--- src/rtl/scanout_engine.sv ---
// Pixel-clock scan-out engine: CRT timing, frame-buffer addressing with stride and
// pixel replication, 1..32 bpp unpacking, and a read-latency-matched output pipeline.
module scanout_engine #(
    parameter int CW     = 16,
    parameter int AW     = 15,
    parameter int RD_LAT = 1
) (
    input  logic          pxl_clk,
    input  logic          rst,
    input  logic          clk_en,
    input  logic          enable,
    input  logic [CW-1:0] h_total,
    input  logic [CW-1:0] h_end_disp,
    input  logic [CW-1:0] h_srt_sync,
    input  logic [CW-1:0] h_end_sync,
    input  logic [CW-1:0] v_total,
    input  logic [CW-1:0] v_end_disp,
    input  logic [CW-1:0] v_srt_sync,
    input  logic [CW-1:0] v_end_sync,
    input  logic          hsync_pol,
    input  logic          vsync_pol,
    input  logic [AW-1:0] base_in,
    input  logic [AW-1:0] stride_in,
    input  logic [2:0]    depth_in,
    input  logic [1:0]    scale_in,
    output logic          mem_en,
    output logic [AW-1:0] mem_addr,
    input  logic [31:0]   mem_data,
    output logic [7:0]    red,
    output logic [7:0]    green,
    output logic [7:0]    blue,
    output logic          hsync,
    output logic          vsync,
    output logic          de,
    output logic          vblank_irq,
    output logic [15:0]   frame_count
);

    typedef struct packed {
        logic       act;
        logic       hs;
        logic       vs;
        logic [2:0] depth;
        logic [4:0] sub;
    } pix_t;

    // log2 of pixels per 32-bit word
    function automatic logic [2:0] word_shift(input logic [2:0] depth);
        case (depth)
            3'd1:    return 3'd1;
            3'd2:    return 3'd2;
            3'd3:    return 3'd3;
            3'd4:    return 3'd5;
            default: return 3'd0;
        endcase
    endfunction

    function automatic logic [23:0] unpack(input logic [2:0] depth, input logic [4:0] sub,
                                           input logic [31:0] d);
        logic [15:0] hw;
        logic [7:0]  by;
        logic [3:0]  nb;
        logic        bt;
        hw = sub[0] ? d[31:16] : d[15:0];
        by = d[{sub[1:0], 3'b000} +: 8];
        nb = d[{sub[2:0], 2'b00} +: 4];
        bt = d[sub];
        case (depth)
            3'd1:    return {hw[15:11], hw[15:13], hw[10:5], hw[10:9], hw[4:0], hw[4:2]};
            3'd2:    return {by[7:5], by[7:5], by[7:6], by[4:2], by[4:2], by[4:3], {4{by[1:0]}}};
            3'd3:    return {6{nb}};
            3'd4:    return {24{bt}};
            default: return d[23:0];
        endcase
    endfunction

    logic [CW-1:0] h_q, h_d, v_q, v_d;
    logic [AW-1:0] base_sh_q, stride_sh_q, line_base_q, line_base_d;
    logic [2:0]    depth_sh_q;
    logic [1:0]    scale_sh_q;
    logic [15:0]   frame_q;
    logic          irq_q, irq_d;
    pix_t          pipe_q [RD_LAT];
    pix_t          pix_in;
    logic          de_q, hs_q, vs_q;
    logic [23:0]   rgb_q;

    logic          h_wrap, eof, act, step;
    logic [CW-1:0] px, v_mask;
    logic [AW-1:0] word_off;
    logic [2:0]    k;
    logic [4:0]    sub_mask;

    always_comb begin
        h_wrap   = (h_q == h_total - CW'(1));
        eof      = h_wrap && (v_q == v_total - CW'(1));
        act      = (h_q < h_end_disp) && (v_q < v_end_disp);
        // Lines repeat 2^scale times, so the source line advances after the last copy
        v_mask   = (CW'(1) << scale_sh_q) - CW'(1);
        step     = h_wrap && (v_q < v_end_disp) && ((v_q & v_mask) == v_mask);
        px       = h_q >> scale_sh_q;
        k        = word_shift(depth_sh_q);
        word_off = AW'(px >> k);
        sub_mask = 5'((6'd1 << k) - 6'd1);

        h_d = h_wrap ? '0 : h_q + CW'(1);
        v_d = v_q;
        if (h_wrap) v_d = eof ? '0 : v_q + CW'(1);

        line_base_d = line_base_q;
        if (eof)       line_base_d = base_in;
        else if (step) line_base_d = line_base_q + stride_sh_q;

        pix_in.act   = act;
        pix_in.hs    = (h_q >= h_srt_sync && h_q < h_end_sync) ? !hsync_pol : hsync_pol;
        pix_in.vs    = (v_q >= v_srt_sync && v_q < v_end_sync) ? !vsync_pol : vsync_pol;
        pix_in.depth = depth_sh_q;
        pix_in.sub   = px[4:0] & sub_mask;

        irq_d = clk_en && enable && h_wrap && (v_d == v_end_disp);
    end

    assign mem_en   = act & clk_en & enable & ~rst;
    assign mem_addr = (enable && !rst) ? line_base_q + word_off : '0;

    always_ff @(posedge pxl_clk or posedge rst) begin
        if (rst) begin
            h_q         <= '0;
            v_q         <= '0;
            base_sh_q   <= '0;
            stride_sh_q <= '0;
            depth_sh_q  <= '0;
            scale_sh_q  <= '0;
            line_base_q <= '0;
            frame_q     <= '0;
        end else if (clk_en) begin
            if (!enable) begin
                h_q         <= '0;
                v_q         <= '0;
                base_sh_q   <= base_in;
                stride_sh_q <= stride_in;
                depth_sh_q  <= depth_in;
                scale_sh_q  <= scale_in;
                line_base_q <= base_in;
            end else begin
                h_q         <= h_d;
                v_q         <= v_d;
                line_base_q <= line_base_d;
                if (eof) begin
                    base_sh_q   <= base_in;
                    stride_sh_q <= stride_in;
                    depth_sh_q  <= depth_in;
                    scale_sh_q  <= scale_in;
                    frame_q     <= frame_q + 16'd1;
                end
            end
        end
    end

    // Read-latency stages: attributes travel beside the outstanding memory read
    always_ff @(posedge pxl_clk or posedge rst) begin
        if (rst) begin
            for (int i = 0; i < RD_LAT; i++) pipe_q[i] <= '0;
            de_q  <= 1'b0;
            hs_q  <= 1'b0;
            vs_q  <= 1'b0;
            rgb_q <= '0;
        end else if (clk_en) begin
            pipe_q[0] <= enable ? pix_in : '0;
            for (int i = 1; i < RD_LAT; i++) pipe_q[i] <= enable ? pipe_q[i-1] : '0;
            de_q  <= enable & pipe_q[RD_LAT-1].act;
            hs_q  <= enable & pipe_q[RD_LAT-1].hs;
            vs_q  <= enable & pipe_q[RD_LAT-1].vs;
            rgb_q <= (enable && pipe_q[RD_LAT-1].act) ?
                     unpack(pipe_q[RD_LAT-1].depth, pipe_q[RD_LAT-1].sub, mem_data) : '0;
        end
    end

    // Interrupt is a single pxl_clk pulse regardless of clk_en
    always_ff @(posedge pxl_clk or posedge rst) begin
        if (rst) irq_q <= 1'b0;
        else     irq_q <= irq_d;
    end

    assign red         = enable ? rgb_q[23:16] : 8'd0;
    assign green       = enable ? rgb_q[15:8]  : 8'd0;
    assign blue        = enable ? rgb_q[7:0]   : 8'd0;
    assign hsync       = enable & hs_q;
    assign vsync       = enable & vs_q;
    assign de          = enable & de_q;
    assign vblank_irq  = enable & irq_q;
    assign frame_count = frame_q;

endmodule

--- config.mk ---
export PLATFORM = sky130hd
export DESIGN_NAME = scanout_engine
export DESIGN_NICKNAME = d
export VERILOG_FILES = /design/src/rtl/scanout_engine.sv
export SDC_FILE = /design/constraint.sdc
export NUM_CORES = 1
export LEC_CHECK = 0
export ABC_AREA = 1
export CAP_MARGIN = 20
export CORE_MARGIN = 3
export CORE_UTILIZATION = 50
export CTS_CLUSTER_SIZE = 12
export DETAILED_ROUTE_END_ITERATION = 8
export GPL_TIMING_DRIVEN = 0
export MAX_ROUTING_LAYER = met4
export PLACE_DENSITY_LB_ADDON = 0.25
export SLEW_MARGIN = 15
export SYNTH_ARGS = -nofsm -noshare
export SYNTH_HDL_FRONTEND = slang
export SYNTH_SLANG_ARGS = --single-unit
export TNS_END_PERCENT = 50
--- constraint.sdc ---
create_clock -name pxl_clk -period 16.6 [get_ports pxl_clk]
set_input_delay 3.32 -clock pxl_clk [delete_from_list [all_inputs] [get_ports pxl_clk]]
set_output_delay 3.32 -clock pxl_clk [all_outputs]
set_load 0.01 [all_outputs]
---- Word-level counts from Yosys, hierarchy flattened ----
Cells that the tools add are included.
cells by class
  add/subtract/negate cells ............... 9
  magnitude comparators ................... 7
  equality and inequality tests ........... 14
  shift-type cells ........................ 6
  mux-type cells .......................... 27
  bitwise operators ....................... 13
  reductions and logical operators ........ 17
operators by type and width
  operator               count
  $mux 16                6
  $pmux 24 s4            1
  $mux 15                6
  $eq 16x16->1           4
  $lt 16x16->1           4
  $add 16x1->16 const B  3
  $ge 16x16->1           2
  $shiftx 32x6->4        1
  $shiftx 32x6->8        1
  $sub 16x1->16 const B  2
  $add 15x15->15         2
  $mux 24                1
  $mux 8                 3
  $and 16x16->16         1
  $shl 1x2->16 const A   1
  $shr 16x2->16          1
  $shr 16x3->15          1
  $sub 16x2->16 const B  1
  $eq 3x2->1 const B     4
  $pmux 3 s4             1
  $logic_and 1x1->1      11
  $mux 11                1
  $and 1x1->1            10
  $eq 3x1->1 const B     2
  15 further kinds       23
word-level totals
  flip-flop bits (word level) ............. 122
  input port bits ......................... 201
  output and inout port bits .............. 60

---- Depth between registers and ports, before layout ----
Gate-level depths: netlist (run 1).
  depth after elaboration ................. 8
  gate-level depth with buffers ........... 30
  depth with buffers taken out ............ 29

---- Worst setup path after synthesis (run 1) ----
OpenSTA, ideal clock, no wires.
  path type ............................... input to output
  start ................................... input port rst
  end ..................................... output port mem_addr[11]
  data arrival time ....................... 7.032 ns
  data required time ...................... 13.280 ns
  setup slack ............................. 6.248 ns
  cell stages on the path ................. 5
  buffers on the path ..................... 0
  path through ............................ inv_1 > nand2_1 > inv_1 > o21ai_0 > a21oi_1
between the ends
  cells in the longest elaborated chain, start to end .. 3
RTL lines
  what                              RTL line  RTL
  start, declared                   9         input logic rst,
  $logic_not 1->1 (no source line)  --
  $logic_and 1x1->1                 124       assign mem_addr = (enable && !rst) ? line_base_q + word_off : '0;
  $mux 15                           124
  end, declared                     27        output logic [AW-1:0] mem_addr,
Every way passes these cells.

---- Worst setup path after layout (run 1) ----
  start ................................... input port h_end_disp[1]
  end ..................................... output port mem_en
between the ends
  cells in the longest elaborated chain, start to end .. 5
RTL lines
  what                       RTL line  RTL
  start, declared            13        input logic [CW-1:0] h_end_disp,
  $lt 16x16->1               97        act = (h_q < h_end_disp) && (v_q < v_end_disp);
  $logic_and 1x1->1          97
  $and 1x1->1 (3 in series)  123       assign mem_en = act & clk_en & enable & ~rst;
  end, declared              26        output logic mem_en,
Every way passes these cells.

==> results of run 1 <==
[stage by stage]
stage	util [%]	instances	instance area (sq um)
2_1_floorplan	-	2054	13300
3_3_place_gp	62.4	2648	16300
3_5_place_dp	62.5	2649	16300
4_1_cts	64.8	2681	16900
5_1_grt	64.8	2682	16900
6_report	64.8	2683	16900
[registers in the layout, indices dropped and copies added, names as in the netlist, 2 cells and up]
name,cells
rgb_q,24
frame_count,16
h_q,16
v_q,16
line_base_q,15
stride_sh_q,15
pipe_q,11
depth_sh_q,3
scale_sh_q,2
[layout make-up]
cell class                      count  area [sq um]
Antenna cell                        2          5.00
Buffer                             59           256
Clock buffer                       17           425
Clock inverter                     15           171
Fill cell                        2422          9190
Inverter                          319          1200
Multi-Input combinational cell   1554          8790
Sequential cell                   122          3050
Tap cell                          335           419
Timing Repair Buffer              260          2620
[worst register-to-register path, cell delays in order, from the launching register on]
cell and delay [ns]:
dfrtp_1 0.36, clkbuf_1 0.25, inv_1 0.19, clkbuf_1 0.39, buf_1 0.53, a21oi_1 0.16, o311ai_0 0.33, nand2_1 0.20
nor2_1 0.19, nand3_1 0.10, a32o_1 0.24
[placed cells by master, fill, tap and decap left out, drive strengths merged, types with 3 or more instances in the layout]
cell type and n:
buf 17, nor3 33, clkbuf 60, mux2i 11
xnor2 21, nand3 111, nor2 200, o21ai 156
inv 325, mux2 15, ha 127, clkinv 7
o22ai 28, dfrtp 122, o2111ai 3, o221ai 8
a221oi 3, nand2 552, o211ai 17, nor4 6
a31oi 20, xor2 46, o32ai 5, clkdlybuf4s50 259
a32o 9, a21oi 118, o21a 5, nand4 27
nand3b 8
[power breakdown]
part           total (uW)  internal, uW  switching [uW]  leakage, uW
clock                 388           215             173     0.000292
combinational         489           201             288      0.00666
sequential            347           323            24.4      0.00158
[metal layers]
metal | vias to the layer above | share of wire [%] | track usage (%)
met5 | - | 0 | -
met4 | 0 | 3.5 | 12.2
met3 | 114 | 7.3 | 3.74
met2 | 677 | 46 | 52.2
met1 | 6809 | 44 | 42.6
li1 | 7328 | - | -
[cells by family after synthesis]
logic type               synth area share [%]
flip-flops                               23.0
buffers and inverters                    10.9
AO/OA/AOI/OAI                            16.7
XOR/XNOR                                 4.41
AND/OR/NAND/NOR                          30.4
multiplexers                             2.38
adder cells (fa/ha/maj)                  12.2
[how the worst min path moves through the flow]
stage / to / slack, ns / depth (start not counted)
3_3_place_gp: frame_count[15] / 0.46 / 1
4_1_cts: frame_count[15] / 0.48 / 1
6_report: frame_count[15] / 0.47 / 1
2_1_floorplan: rgb_q[3] / 0.45 / 2
5_1_grt: rgb_q[3] / 0.51 / 2
3_5_place_dp: frame_count[15] / 0.46 / 1
==> impl_results.md, run 1 <==
- CP required: 13.28 ns
- Sum Neg Setup Slack: 0 ns
- Count of cell types in the netlist: 62
- # Post-CTS Setup Buffers: 0
- H-tree levels: 4
- Count leader, synth: nand2_1
- Pin count of the biggest net entering global routing: 73
- Number of synthesized flops with an enable pin: 0
- RePlAce Congestion: 0.988
- Vias in the first global route: 14400
- Data arrival, critical path: 6.39 ns
- Reg-to-Reg End: rgb_q[1]
- Yosys top cell area share: 23.0%
- Die area: 28600 sq um
- Final period util: 58.5%
- Detail Placement HPWL: 36800 um
- Unrepaired setup endpoints after global routing: no
- CP endpoint kind: output port
- WL final: 45800 um
- Startpoint types: input pin
- Place WS: 6.89 ns
- Share of cells above drive strength 1: 4.48%
- CTS Sinks: 122
- Vias: 14900
- Routed Antenna Nets: 0
- Crit path depth: 12
- Area contributors post-synth: dfrtp_1 23%, nand2_1 15%, ha_1 12%
- CP peak stage delay: 0.55 ns
- # DRC: 0
- Number of setup violations in the final report: 0
- Post-synth ARST share: 100%
- Initial antenna violation count: 1
- Cells along the critical path: clkdlybuf4s50_1 > inv_1 > ha_1 > a21boi_0 > o211ai_1 > a21oi_1 > a2111oi_0 > nor2_1 > o21ai_0 > o2111ai_1 > nor2_1 > clkdlybuf4s50_1
- Chip height: 169 um
- Max Clk Rate: 103 MHz
- Final min period: 9.71 ns
- Post-Syn Instances: 2054
- Slew @ Worst Pin: 0.932 ns
- Total gr overflow: 0
- Hold Crit Start: frame_count[15]
- Final hold viol count: 0
- Reg2reg setup slack: 13.56 ns
- NumNets Final: 2663
- P per Cell Area: 72.3 nW/um^2
- CTS Root Buffer Type: clkbuf_16
- Max-slew violations: 0
- Status: finished, final reports clean
- CTS Buf Count: 17
- Final Worst Setup Slack: 6.89 ns
- Setup CP Type: in -> out
- Most frequent cells after synthesis: 541 x nand2_1, 312 x inv_1, 181 x nor2_1
- Reg2reg path depth: 10
- Worst R2R Start: pipe_q[1]
- Starting density of the core: 50.9%
- # rows: 59
- Slew headroom: 37.4%
- Syn_nets: 2384
- Mean Syn Cell Area: 6.47 sq um
- Max Root-Sink Buffers: 2
- Area of the mapped netlist: 13300 sq um
- Port Buffers: 259
- Global-route wire length before repair: 73400 um
- YS warnings: 0
- Iter 0 DRT Violations: 1436
- Die W: 169 um
- Yosys reg bits: 122
- Clock Skew: 0.0114 ns
- CTS tree: done
- Critical path's top delay family: compound AO/OA/AOI/OAI gates
- Ys flop type: dfrtp_1
- Gr usage total: 32.6%
- Hold_ws: 0.469 ns
- Leak Pwr: 0.00853 uW
- Maximum VDD drop: 56.7 uV
- Ports: 261
- Area delta synth->final: 27.4%
- Worst Setup SP: h_end_disp[1]
- Worst-path fanout max: 2
- Max Cap Viol: 0
- Post-CTS sizing: 0
- # hold bufs at CTS: 0
- Hold WC Path Type: reg -> reg
- Buffers & Inverters on Critical Path: 3
- Cell taking the most area after synthesis: dfrtp_1
- Routed len/inst: 17.1 um
- Seq/Total Area, Yosys: 23.0%
- Clk_lat worst skew: 0.44 ns
- Slowest cell on crit path: a2111oi_0
- Final Power: 1220 uW
- Placeable Area: 26100 sq um
- Critical Path End: mem_en
- Clock transition at the registers of the reported paths: 0.07 ns
- Vias/cell: 5.56
- Drt pass-1 iters: 7
Note: power is estimated with default switching activity, not from simulation.
==> run 2: changes to the inputs <==
clock period = 9.9 ns   (was 16.6 ns; I/O delays follow)
==> run 2 against run 1 <==
Compared with the run above: clock skew up 0.00082 ns; via count up 0.31%; sequential cell count stayed put; sequential power rose by 68%; total power increased by 68%; largest cell class unchanged; setup slack worse by 4.4 ns; final cell count is the same; largest power group unchanged.
==> impl_results.md, run 2 (synthesized netlist as in run 1, its figures left out) <==
- Detail Placement HPWL: 36800 um (unchanged)
- Status: finished, final reports clean
- Maximum VDD drop: 95.5 uV (+68%)
- Worst R2R Start: pipe_q[0]
- Initial antenna violation count: 1 (unchanged)
- Max Root-Sink Buffers: 2 (unchanged)
- Global-route wire length before repair: 73400 um (unchanged)
- CTS tree: done
- Chip height: 169 um (unchanged)
- Reg2reg path depth: 12 (+2)
- Fillcell total: 2422 (unchanged)
- Largest register FFs: 24 (unchanged)
- Data arrival, critical path: 5.47 ns (-0.92 ns)
- H-tree levels: 4 (unchanged)
- Placeable Area: 26100 sq um (unchanged)
- Reg2reg setup slack: 6.86 ns (-6.70 ns)
- Final min period: 7.45 ns
- Gr usage total: 32.6% (about the same)
- Slowest cell on crit path: clkdlybuf4s50_1
- Final hold viol count: 0 (unchanged)
- Worst-path fanout max: 10 (+8)
- Hold Crit Start: frame_count[15]
- Reg-to-Reg End: rgb_q[21]
- Max Clk Rate: 134 MHz
- Worst Hold End: frame_count[15]
- Setup CP Type: reg -> out
- CP endpoint kind: output port
- Slew headroom: 36.3% (-1.2 points)
- Drt pass-1 iters: 6 (-1)
- Critical path's most frequent cell: nand2_1
- Sum Neg Setup Slack: 0 ns (unchanged)
- Slew @ Worst Pin: 0.949 ns (+0.0172 ns)
- Post-CTS sizing: 0 (unchanged)
- RePlAce Congestion: 0.988 (unchanged)
- Leading cell type in the layout, fill and taps excluded: nand2_1
- CTS Buf Count: 17 (unchanged)
- Multi-input gate area: 8790 sq um (unchanged)
- Routed Antenna Nets: 0 (unchanged)
- Ports: 261 (unchanged)
- Port Buffers: 259 (unchanged)
- Leak Pwr: 0.00853 uW (unchanged)
- Worst Hold Depth: 1 (unchanged)
- Hold WC Path Type: reg -> reg
- Iter 0 DRT Violations: 1439 (+0.21%)
- Startpoint types: flop
- Vias in the first global route: 14400 (+0.021%)
- Vias/cell: 5.58 (+0.31%)
- Buffers & Inverters on Critical Path: 5 (+2)
- # rows: 59 (unchanged)
- Hold_ws: 0.469 ns (+0.0000870 ns)
- Final period util: 75.2%
- Die area: 28600 sq um (unchanged)
- Most flop-heavy register: rgb_q
- Vias: 15000 (+0.31%)
- CTS Sinks: 122 (unchanged)
- Die W: 169 um (unchanged)
- Total gr overflow: 0 (unchanged)
- Starting density of the core: 50.9% (unchanged)
- # DRC: 0 (unchanged)
- Max Cap Viol: 0 (unchanged)
- Area delta synth->final: 27.4% (unchanged)
- CTS Root Buffer Type: clkbuf_16
- Pin count of the biggest net entering global routing: 73 (unchanged)
- CP required: 7.92 ns (-5.36 ns)
- Reg area: 3050 sq um (unchanged)
- Critical path's top delay family: compound AO/OA/AOI/OAI gates
- Routed len/inst: 17.1 um (about the same)
- P per Cell Area: 121 nW/um^2 (+68%)
- Most frequent cells in the layout: 541 x nand2_1, 311 x inv_1, 259 x clkdlybuf4s50_1
- Clk_lat worst skew: 0.44 ns (about the same)
- Clock Skew: 0.0122 ns (+0.000819 ns)
- Max-slew violations: 0 (unchanged)
- Unrepaired setup endpoints after global routing: no
- Share of cells above drive strength 1: 4.48% (unchanged)
- CP peak stage delay: 0.56 ns (about the same)
- NumNets Final: 2663 (unchanged)
- # hold bufs at CTS: 0 (unchanged)
- Clock transition at the registers of the reported paths: 0.07 ns (about the same)
- WL final: 45900 um (about the same)
- Number of setup violations in the final report: 0 (unchanged)
- # Post-CTS Setup Buffers: 0 (unchanged)
-- run 2: through the flow --
step	setup slack, ns	total power [uW]	cells	cell area [sq um]	utilization, %
6_report	2.45	2060	2683	16900	64.8
5_1_grt	1.85	2190	2682	16900	64.8
4_1_cts	2.57	2040	2681	16900	64.8
3_5_place_dp	2.87	1390	2649	16300	62.5
3_3_place_gp	-0.759	1370	2648	16300	62.4
2_1_floorplan	2.23	1100	2054	13300	-
-- run 2: area by class of cell --
class	count	area share, %
clock inverter	15	1.01
inverter	319	7.10
antenna	2	0.0295
clock buffer	17	2.51
buffer	59	1.51
multi-input combinational	1554	51.9
tap	335	2.47
timing repair buffer	260	15.5
sequential	122	18.0
-- run 2: worst reg2reg max path, stage by stage (launching register included) --
cell,delay (ns)
dfrtp_1,0.34
clkbuf_1,0.35
clkinv_1,0.37
buf_2,0.30
buf_1,0.30
nand2_1,0.14
a21oi_1,0.10
o311ai_0,0.33
nand2_1,0.20
inv_1,0.15
nand2_1,0.07
o221ai_1,0.22
nand2_1,0.08
-- run 2: report_power, final --
group          internal (uW)  switching (uW)  leakage, uW  total, uW
logic                    337             482      0.00666        819
clock network            361             293     0.000292        654
registers                542            40.9      0.00158        582
-- run 2: worst max-delay path by stage --
stage	startpoint	to	slack (ns)	cells after the start
global placement	rst	mem_addr[8]	-0.76	7
global route	depth_sh_q[0]	mem_addr[12]	1.85	26
floorplan	rst	mem_addr[11]	2.23	5
detailed placement	h_end_disp[1]	mem_en	2.87	12
finish	depth_sh_q[0]	mem_addr[12]	2.45	26
CTS	depth_sh_q[0]	mem_addr[12]	2.57	26
-- run 2: routing by layer --
layer  track usage (%)  vias up  wire (um)
met5                 -        -          0
met2              52.2      704      21000
met3              4.02      119       3520
met4              12.1        0       1590
li1                  -     7327          -
met1              42.6     6824      19800
